===== src/rtl/aclk_controller_multi.sv =====
// aclk_controller_multi: keypad entry FSM that commits NUM_DIGITS digits to the current time or to one of NUM_ALARMS alarms.
// Optional feature macro ACLK_KEY_RESTART_EN: each accepted key in ENTRY restarts the timeout window.
module aclk_controller_multi #(
  parameter int NUM_DIGITS = 4,
  parameter int TIMEOUT_SECS = 10,
  parameter int NUM_ALARMS = 2,
  parameter logic [3:0] NOKEY = 4'hA,
  localparam int AW = (NUM_ALARMS > 1) ? $clog2(NUM_ALARMS) : 1
) (
  input  logic                  clk,
  input  logic                  reset_n,
  input  logic                  one_second,
  input  logic [3:0]            key,
  input  logic                  alarm_button,
  input  logic                  time_button,
  input  logic [AW-1:0]         alarm_sel,
  output logic                  shift,
  output logic                  show_new_time,
  output logic [NUM_ALARMS-1:0] show_a,
  output logic [NUM_ALARMS-1:0] load_new_a,
  output logic                  load_new_c,
  output logic                  reset_count,
  output logic                  entry_timeout
);
  typedef enum logic [1:0] {IDLE, ENTRY, SHOW_ALARM} state_t;
  localparam int CW = $clog2(NUM_DIGITS + 1);
  localparam int TW = $clog2(TIMEOUT_SECS + 1);
  localparam logic [CW-1:0] DMAX = CW'(NUM_DIGITS);
  localparam logic [TW-1:0] TLAST = TW'(TIMEOUT_SECS - 1);
  localparam logic [AW:0] NA = (AW + 1)'(NUM_ALARMS);
  state_t state_q, state_d;
  logic [3:0] prev_key_q;
  logic [CW-1:0] digit_cnt_q, digit_cnt_d;
  logic [TW-1:0] tick_cnt_q, tick_cnt_d;
  logic shift_q, shift_d, show_new_time_q, show_new_time_d;
  logic [NUM_ALARMS-1:0] show_a_q, show_a_d, load_new_a_q, load_new_a_d;
  logic load_new_c_q, load_new_c_d, entry_timeout_q, entry_timeout_d;
  logic press, sel_ok, full, timeout, alarm_act;
  logic [NUM_ALARMS-1:0] sel_oh;
  // A press is the first cycle of a valid digit after an idle keypad; out-of-range alarm channels act as a released button
  assign press = (key != NOKEY) && (key <= 4'd9) && (prev_key_q == NOKEY);
  assign sel_ok = {1'b0, alarm_sel} < NA;
  assign sel_oh = sel_ok ? (NUM_ALARMS'(1) << alarm_sel) : '0;
  assign alarm_act = alarm_button && sel_ok;
  assign full = digit_cnt_q == DMAX;
  assign timeout = one_second && (tick_cnt_q >= TLAST);
  // Next state and registered-output values; in ENTRY commit beats timeout beats press
  always_comb begin
    state_d = state_q;
    digit_cnt_d = digit_cnt_q;
    tick_cnt_d = tick_cnt_q;
    shift_d = 1'b0;
    load_new_a_d = '0;
    load_new_c_d = 1'b0;
    entry_timeout_d = 1'b0;
    case (state_q)
      IDLE: begin
        if (press) begin
          state_d = ENTRY;
          shift_d = 1'b1;
          digit_cnt_d = CW'(1);
          tick_cnt_d = '0;
        end else if (alarm_act) begin
          state_d = SHOW_ALARM;
        end
      end
      SHOW_ALARM: state_d = alarm_act ? SHOW_ALARM : IDLE;
      ENTRY: begin
        if (full && time_button) begin
          load_new_c_d = 1'b1;
          state_d = IDLE;
        end else if (full && alarm_act) begin
          load_new_a_d = sel_oh;
          state_d = IDLE;
        end else if (timeout) begin
          entry_timeout_d = 1'b1;
          state_d = IDLE;
        end else begin
          if (one_second) tick_cnt_d = tick_cnt_q + 1'b1;
          if (press) begin
            shift_d = 1'b1;
            digit_cnt_d = full ? digit_cnt_q : digit_cnt_q + 1'b1;
`ifdef ACLK_KEY_RESTART_EN
            tick_cnt_d = '0;
`else
            tick_cnt_d = tick_cnt_d;
`endif
          end
        end
      end
      default: state_d = IDLE;
    endcase
    show_new_time_d = state_d == ENTRY;
    show_a_d = (state_d == SHOW_ALARM) ? sel_oh : '0;
  end
  // State, counters, key history and output registers
  always_ff @(posedge clk or negedge reset_n) begin
    if (!reset_n) begin
      state_q <= IDLE;
      prev_key_q <= NOKEY;
      digit_cnt_q <= '0;
      tick_cnt_q <= '0;
      shift_q <= 1'b0;
      show_new_time_q <= 1'b0;
      show_a_q <= '0;
      load_new_a_q <= '0;
      load_new_c_q <= 1'b0;
      entry_timeout_q <= 1'b0;
    end else begin
      state_q <= state_d;
      prev_key_q <= key;
      digit_cnt_q <= digit_cnt_d;
      tick_cnt_q <= tick_cnt_d;
      shift_q <= shift_d;
      show_new_time_q <= show_new_time_d;
      show_a_q <= show_a_d;
      load_new_a_q <= load_new_a_d;
      load_new_c_q <= load_new_c_d;
      entry_timeout_q <= entry_timeout_d;
    end
  end
  assign shift = shift_q;
  assign show_new_time = show_new_time_q;
  assign show_a = show_a_q;
  assign load_new_a = load_new_a_q;
  assign load_new_c = load_new_c_q;
  assign reset_count = load_new_c_q;
  assign entry_timeout = entry_timeout_q;
endmodule

===== config.mk =====
export PLATFORM = sky130hd
export DESIGN_NAME = aclk_controller_multi
export DESIGN_NICKNAME = d
export VERILOG_FILES = /design/src/rtl/aclk_controller_multi.sv
export SDC_FILE = /design/constraint.sdc
export NUM_CORES = 1
export LEC_CHECK = 0
export BUFFER_PORTS_ARGS = -buffer_cell sky130_fd_sc_hd__buf_2
export CAP_MARGIN = 20
export CORE_UTILIZATION = 50
export CTS_CLUSTER_DIAMETER = 100
export DETAILED_ROUTE_END_ITERATION = 7
export HOLD_SLACK_MARGIN = 0.15
export PLACE_DENSITY = 0.71
export SYNTH_ARGS = -nofsm -noshare
export SYNTH_HDL_FRONTEND = slang
export SYNTH_SLANG_ARGS = --single-unit

===== constraint.sdc =====
create_clock -name clk -period 1.92 [get_ports clk]
set_clock_uncertainty 0.1 [all_clocks]
set_input_delay 0.096 -clock clk [delete_from_list [all_inputs] [get_ports clk]]
set_output_delay 0.096 -clock clk [all_outputs]
set_load 0.005 [all_outputs]

Word level (Yosys, flattened, before mapping) --
Index checks and enable logic that the tools add are counted.
Operators by class: $add $sub $neg 2, multipliers 0, divide/modulo/power cells 0, magnitude comparators 2, equal/unequal tests 14, shifts and indexed selects 1, mux-type cells 35, bitwise logic cells 0, reduce and logical (&&, ||, !) cells 9
Operators by type and width (count):
- $mux W2 | 10
- $mux W4 | 5
- $mux W3 | 6
- $ne A2 B2 Y1 const B | 7
- $mux W1 | 10
- $pmux W4 S2 | 1
- $reduce_and A7 Y1 | 1
- $pmux W2 S3 | 1
- $pmux W3 S2 | 1
- $reduce_and A6 Y1 | 1
- $logic_and A1 B1 Y1 | 5
- $add A4 B1 Y4 const B | 1
- $eq A2 B1 Y1 const B | 2
- $eq A2 B2 Y1 const B | 2
- $eq A4 B4 Y1 const B | 1
- $ge A4 B4 Y1 const B | 1
- $le A4 B4 Y1 const B | 1
- $ne A4 B4 Y1 const B | 1
- $add A3 B1 Y3 const B | 1
- $eq A3 B3 Y1 const B | 1
- $logic_not A2 Y1 | 1
- $pmux W1 S2 | 1
- $reduce_bool A2 Y1 | 1
- $shl A1 B1 Y2 const A | 1
Word-level totals: register bits 21, latch bits 0, RAM bits 0, memory bits (read-only) 0, input bits 10, memories kept 0

Longest topological paths before layout --
Gate-level depths: netlist of the first run.
depth in word-level cells 8, mapped depth 6, mapped depth without buffers 6

Worst setup path after synthesis of the first run --
OpenSTA, ideal clock, no wires.
kind reg2reg, from reg tick_cnt_q[0], to reg digit_cnt_q[0], library setup time 128 ps, arrival 1540 ps, setup slack 152 ps, cell stages (with the launch flop) 6, cell sequence dfrtp_1 > ha_1 > nor3b_4 > o211ai_4 > a21oi_2 > mux2_1
Between the ends: longest elaborated chain between the ends 4
RTL lines:
- from (decl) | line 34 | logic [TW-1:0] tick_cnt_q, tick_cnt_d;
- from (signal assigned) | line 113 | tick_cnt_q <= tick_cnt_d;
- $ge A4 B4 Y1 | line 46 | assign timeout = one_second && (tick_cnt_q >= TLAST);
- $logic_and A1 B1 Y1 | line 46
- $ne A2 B2 Y1 (no line)
- $reduce_and A7 Y1 (no line)
- to (signal assigned) | line 112 | digit_cnt_q <= digit_cnt_d;
- to (decl) | line 33 | logic [CW-1:0] digit_cnt_q, digit_cnt_d;
No other way between the ends. A chain may end at the register's enable or synchronous reset.

Final worst setup path of the first run --
Same ends and word-level chain as after synthesis.

==> results of run 1 <==
[repair_timing]
item                                    in CTS  in global routing
endpoints found under the setup margin       0                  3
buffers inserted                             0                  1
gates resized for setup                      0                  1
hold endpoints to repair                    36                  0
hold buffers                                10                  0
[stage by stage]
step	cell area, um2	total power [mW]	hold slack (ns)
5_1_grt	1210	0.958	0.207
2_1_floorplan	956	0.641	-0.300
4_1_cts	1200	0.908	0.174
3_5_place_dp	1080	0.694	-0.0322
3_3_place_gp	1080	0.685	-0.0284
6_report	1210	0.900	0.168
[kinds of logic (layout without fill, tap and decap cells)]
family / Yosys count / after routing / synth area share
simple gates: 30 / 30 / 0.181
buf+inv: 8 / 41 / 0.0353
mux: 3 / 3 / 0.0327
flops: 21 / 21 / 0.552
compound gates: 15 / 15 / 0.134
fa+ha+maj: 5 / 5 / 0.0654
[final timing paths]
path / start / to / slack [ns] / cells past startpoint
min in group clk: key[3] / prev_key_q[3]$_DFF_PN1_ / 0.34 / 2
max reg2reg: tick_cnt_q[0]$_DFFE_PN0P_ / digit_cnt_q[0]$_DFFE_PN0P_ / 0.1 / 5
max: tick_cnt_q[0]$_DFFE_PN0P_ / digit_cnt_q[0]$_DFFE_PN0P_ / 0.1 / 5
max in group asynchronous: reset_n / prev_key_q[3]$_DFF_PN1_ / 1.22 / 2
min reg2reg: tick_cnt_q[3]$_DFFE_PN0P_ / tick_cnt_q[3]$_DFFE_PN0P_ / 0.41 / 1
min: reset_n / digit_cnt_q[1]$_DFFE_PN0P_ / 0.17 / 2
[synth_stat cells]
master / count
mux2i_1: 2
nand3_1: 3
a21oi_1: 3
dfstp_2: 2
a31oi_1: 1
nor3_1: 1
buf_4: 1
a21oi_2: 1
nand3_2: 1
o21ai_1: 1
or3_1: 2
dfrtp_1: 19
nor4_1: 2
o211ai_4: 2
nand2b_1: 2
o2111ai_1: 2
o211a_1: 1
nor3b_4: 1
inv_1: 7
and2b_2: 1
nor2_1: 3
nand2_1: 11
and4bb_2: 1
and2_1: 2
o21ai_0: 3
ha_1: 5
mux2_1: 1
o21a_1: 1
[sequential cells by signal, indices dropped and copies added, names as in the netlist, 2 cells and up]
register,cells
prev_key_q,4
tick_cnt_q,4
digit_cnt_q,3
load_new_a,2
show_a,2
state_q,2
[report_power, final]
group | switching [mW] | internal [mW] | leakage (nW) | total (mW)
Sequential | 0.0362 | 0.483 | 0.270 | 0.519
Clock | 0.119 | 0.0809 | 0.0150 | 0.200
Combinational | 0.0941 | 0.0878 | 0.316 | 0.182
[placed cells by master (no fill, tap or decap), types with 3 or more instances in the layout]
cell / Yosys / routed
buf_2: 0 / 18
nand3_1: 3 / 3
dfrtp_1: 19 / 19
inv_1: 7 / 7
clkbuf_4: 0 / 3
ha_1: 5 / 4
a21oi_1: 3 / 3
nand2_1: 11 / 11
dlygate4sd3_1: 0 / 10
o21ai_0: 3 / 3
nor2_1: 3 / 3
[metal layers]
layer	routed length, um	track usage	up-vias	part of all wire
met4	26	0.0941	0	0.016
met2	740	0.277	20	0.46
met1	787	0.236	336	0.49
met3	64	0.0317	4	0.040
li1	-	-	357	-
met5	0	0	-	0
[cell type report]
| cell class | instances | area (um2) |
|---|---|---|
| multi-input cells | 53 | 397 |
| repair buffers | 30 | 205 |
| well taps | 25 | 31.3 |
| fillers | 138 | 551 |
| clock buffers | 4 | 26.3 |
| flip-flops and latches | 21 | 528 |
| inverters | 7 | 26.3 |
==> metrics.txt, run 1 <==
run status complete, no violations; I/O pins 19; Site Rows 15; Worst Tran Pin Value 0.445 ns; final period utilization 0.950; Synth area leaders dfrtp_1 (50%), ha_1 (6.5%), dfstp_2 (5.5%); Die H around 46 um; Placeable Area 1760 um2; Yosys reg bits 21; crit end category flop; drt total wl between 1500 and 2000 um; Nets around 130; vias in the first global route 672; worst hold-check path type primary input to async pin; Post-Syn Area ~960 um2; CP Cell Sequence ha_1, nor3b_4, o211ai_4, a21oi_2, mux2_1; Clk pin slew, worst setup/hold paths ~0.10 ns; Slowest-stage cell, CP dfrtp_1; post-route antenna net violation count 0; pins over their slew limit 0; Critical Path RT approximately 2 ns; Initial Utilization 0.542; Synth top area share 0.497; clock sink count 21; # setup viols final 0; pin count of the biggest net entering global routing 22; headroom to the max-slew limit 0.703; I/O Buffers 18; vias per cell around 5; Die Width roughly 46 um; largest area contributor in the netlist dfrtp_1; RSZ-0062 raised after global routing no; minimum clock period 1.82 ns; clock latency on the worst-skew pair between 0.2 and 0.3 ns; Final Core Density 0.688; CTS buffer count 3; Syn Inst Count 82; Crit Path Class flop to flop; initial antenna violation count 0; drt drc 0; pwr/cell area about 740 nW/um2; n_diodes 0; DP Wirelength roughly 1100 um; Area Overhead vs Synth 27.0%; Crit path buffers/inverters 0; FMAX 0.548 GHz; clock buffer depth 2; largest driver fanout on the critical path 6; CP max stage delay approximately 0.45 ns; drt pass-1 iters 4; Leak about 0.6 nW; Crit path max-delay family flip-flops; CTS H-tree lvls 1; Final GP Congestion between 0.8 and 0.9; CTS tree done; per-cell routed wire length 11.6 um; synth warn 0; Critical Path Start Type flop; TNS Setup 0 ns; die area 2090 um2; global-route wire length before repair between 2000 and 3000 um; Distinct cells, synth 28; pre-CTS WS about 0.053 ns; Tot GR Track Use 0.178; Max rail drop VDD around 0.00058 V; final worst slack around 0.096 ns; GRT overflow 0; Worst EP arrival ~1.9 ns; fraction of layout cells with a size suffix above 1 0.287; Clock Tree Root clkbuf_4; post-synthesis sequential area ratio 0.552; Placed Cells around 130; drt initial violations 16; Final Hold Vio Count 0; Max Cap Viol 0; via count 717; Post-Syn Area per Cell ~12 um2; Cell Count, Final, Fillers Out 140; net count after synthesis between 90 and 100
No activity file was read; power rests on OpenSTA's default activity.
==> run 2: changes to the inputs <==
REMOVE_ABC_BUFFERS = 1   (was default)
==> run 2 against run 1 <==
Register-to-register slack got worse by 0.02 ns. Routed wire length rose by 3.5%. Sequential power barely moved. Core utilization rose by 0.28 points. Combinational power rose by 8%. Count of clock-buffer cells in the layout did not move. Worst hold slack got worse by 0.0093 ns. Global-route usage rose by 0.66 points. First-iteration DRC count fell by 63%. Non-clock buffer count fell by 1. Largest power group unchanged.
==> metrics.txt, run 2 (synthesis gave the netlist of run 1 again) <==
run status complete, no violations; largest registers prev_key_q x4, tick_cnt_q x4, digit_cnt_q x3; Critical Path End digit_cnt_q[0]$_DFFE_PN0P_; Tot GR Track Use 0.185 (+0.00662); Final Hold Vio Count 0 (unchanged); I/O Buffers 18 (unchanged); Worst Reg2Reg Path Length in Cells 5 (unchanged); Clk pin slew, worst setup/hold paths 0.11 ns (about the same); CP max stage delay 0.46 ns (about the same); Critical Path Start Type flop; vias per cell 5.12 (about the same); Worst EP arrival 1.94 ns (+0.03 ns); vias in the first global route 666 (-0.89%); Fillers 142 (+2.9%); Crit path max-delay family flip-flops; total power draw 923 uW (+2.5%); pre-CTS WS 0.0542 ns (+0.00140 ns); Worst Tran Pin Value 0.433 ns (-0.0120 ns); largest driver fanout on the critical path 6 (unchanged); clock latency on the worst-skew pair 0.30 ns (about the same); CTS H-tree lvls 1 (unchanged); headroom to the max-slew limit 0.711 (+0.00802); Leak 0.597 nW (-0.64%); DP Wirelength 1130 um (-0.73%); minimum clock period 1.85 ns (+0.0229 ns); Final GP Congestion 0.805 (-0.51%); Placed Area 1070 um2 (-0.70%); drt drc 0 (unchanged); clock buffer depth 2 (unchanged); fraction of layout cells with a size suffix above 1 0.289 (+0.00252); GRT overflow 0 (unchanged); FMAX 0.541 GHz (-1.2%); reg-to-reg critical path startpoint tick_cnt_q[0]$_DFFE_PN0P_; CP Cell Sequence ha_1, nor3b_4, o211ai_4, a21oi_4, mux2_1; clock sink count 21 (unchanged); drt total wl 1680 um (+3.5%); Site Rows 15 (unchanged); Max Cap Viol 0 (unchanged); Setup crit start tick_cnt_q[0]$_DFFE_PN0P_; CTS buffer count 3 (unchanged); commonest non-fill, non-tap cells in the layout dfrtp_1 (18), buf_2 (18), nand2_1 (11), dlygate4sd3_1 (10), inv_1 (7); final period utilization 0.962 (+0.0120); Initial Utilization 0.542 (unchanged); # setup viols final 0 (unchanged); per-cell routed wire length 12.1 um (+4.3%); post-route antenna net violation count 0 (unchanged); Clock Tree Root clkbuf_4; post-route cell area 1220 um2 (+0.41%); reg-to-reg setup timing slack 0.07 ns (-0.02 ns); RSZ-0062 raised after global routing yes; Slowest-stage cell, CP dfrtp_2; Cell Count, Final, Fillers Out 139 (-0.71%); CTS tree done; pwr/cell area 757 nW/um2 (+2.1%); pins over their slew limit 0 (unchanged); drt initial violations 6 (-10); n_diodes 0 (unchanged); pin count of the biggest net entering global routing 22 (unchanged); Crit path buffers/inverters 0 (unchanged); Placeable Area 1760 um2 (unchanged); Max rail drop VDD 0.000573 V (-1.0%); Crit Path Class flop to flop; I/O pins 19 (unchanged); Die Width 45.7 um (unchanged); Nets 130 (-0.76%); crit end category flop; initial antenna violation count 0 (unchanged); Placed Cells 124 (-0.80%); global-route wire length before repair 2660 um (+2.4%); Critical Path RT 2.01 ns (about the same); Die H 45.7 um (unchanged); worst hold slack 0.158 ns (-0.00926 ns); worst hold-check path type primary input to async pin; CP Depth 5 (unchanged); drt pass-1 iters 5 (+1); via count 712 (-0.70%); Area Overhead vs Synth 27.5%; die area 2090 um2 (unchanged); reg2reg end digit_cnt_q[0]$_DFFE_PN0P_; final worst slack 0.0729 ns (-0.0229 ns)
-- run 2: final cells by class --
cell class / count / area (um2) / share of cell area
Sequential cell: 21 / 529 / 0.434
Multi-Input combinational cell: 53 / 408 / 0.335
Timing Repair Buffer: 29 / 198 / 0.162
Tap cell: 25 / 31.3 / 0.0257
Clock buffer: 4 / 26.3 / 0.0216
Inverter: 7 / 26.3 / 0.0216
-- run 2: metal layers --
| metal | part of all wire | GRT usage |
|---|---|---|
| met5 | 0 | 0 |
| met4 | 0.038 | 0.124 |
| met3 | 0.035 | 0.0278 |
| met1 | 0.44 | 0.223 |
| met2 | 0.48 | 0.303 |
-- run 2: worst register-to-register path, stage by stage (launching register included) --
cell,delay [ns]
dfrtp_2,0.46
ha_1,0.24
nor3b_4,0.28
o211ai_4,0.14
a21oi_4,0.20
mux2_1,0.33
-- run 2: what timing repair did --
action	4_1_cts	5_1_grt
hold buffers	10	0
endpoints found under the hold margin	36	0
endpoints found under the setup margin	0	2
resized for setup	0	3
setup buffers	0	1
-- run 2: worst min-delay path by stage --
stage | start | to | cells past startpoint
global route | reset_n | load_new_a[1]$_DFF_PN0_ | 2
finish | reset_n | load_new_c$_DFF_PN0_ | 2
detailed placement | reset_n | digit_cnt_q[0]$_DFFE_PN0P_ | 1
floorplan | reset_n | digit_cnt_q[0]$_DFFE_PN0P_ | 0
CTS | reset_n | load_new_c$_DFF_PN0_ | 2
global placement | reset_n | entry_timeout$_DFF_PN0_ | 1
-- run 2: power breakdown --
group	internal, mW	switching, mW	total (mW)	leakage [nW]
clock network	0.0809	0.124	0.205	0.0150
logic	0.0977	0.0988	0.197	0.314
registers	0.484	0.0375	0.521	0.269
-- run 2: metrics by stage --
| stage | utilization | setup TNS, ns |
|---|---|---|
| 5_1_grt | 0.691 | -0.0440 |
| 4_1_cts | 0.678 | 0 |
| 2_1_floorplan | - | 0 |
| 6_report | 0.691 | 0 |
| 3_5_place_dp | 0.606 | 0 |
| 3_3_place_gp | 0.606 | 0 |
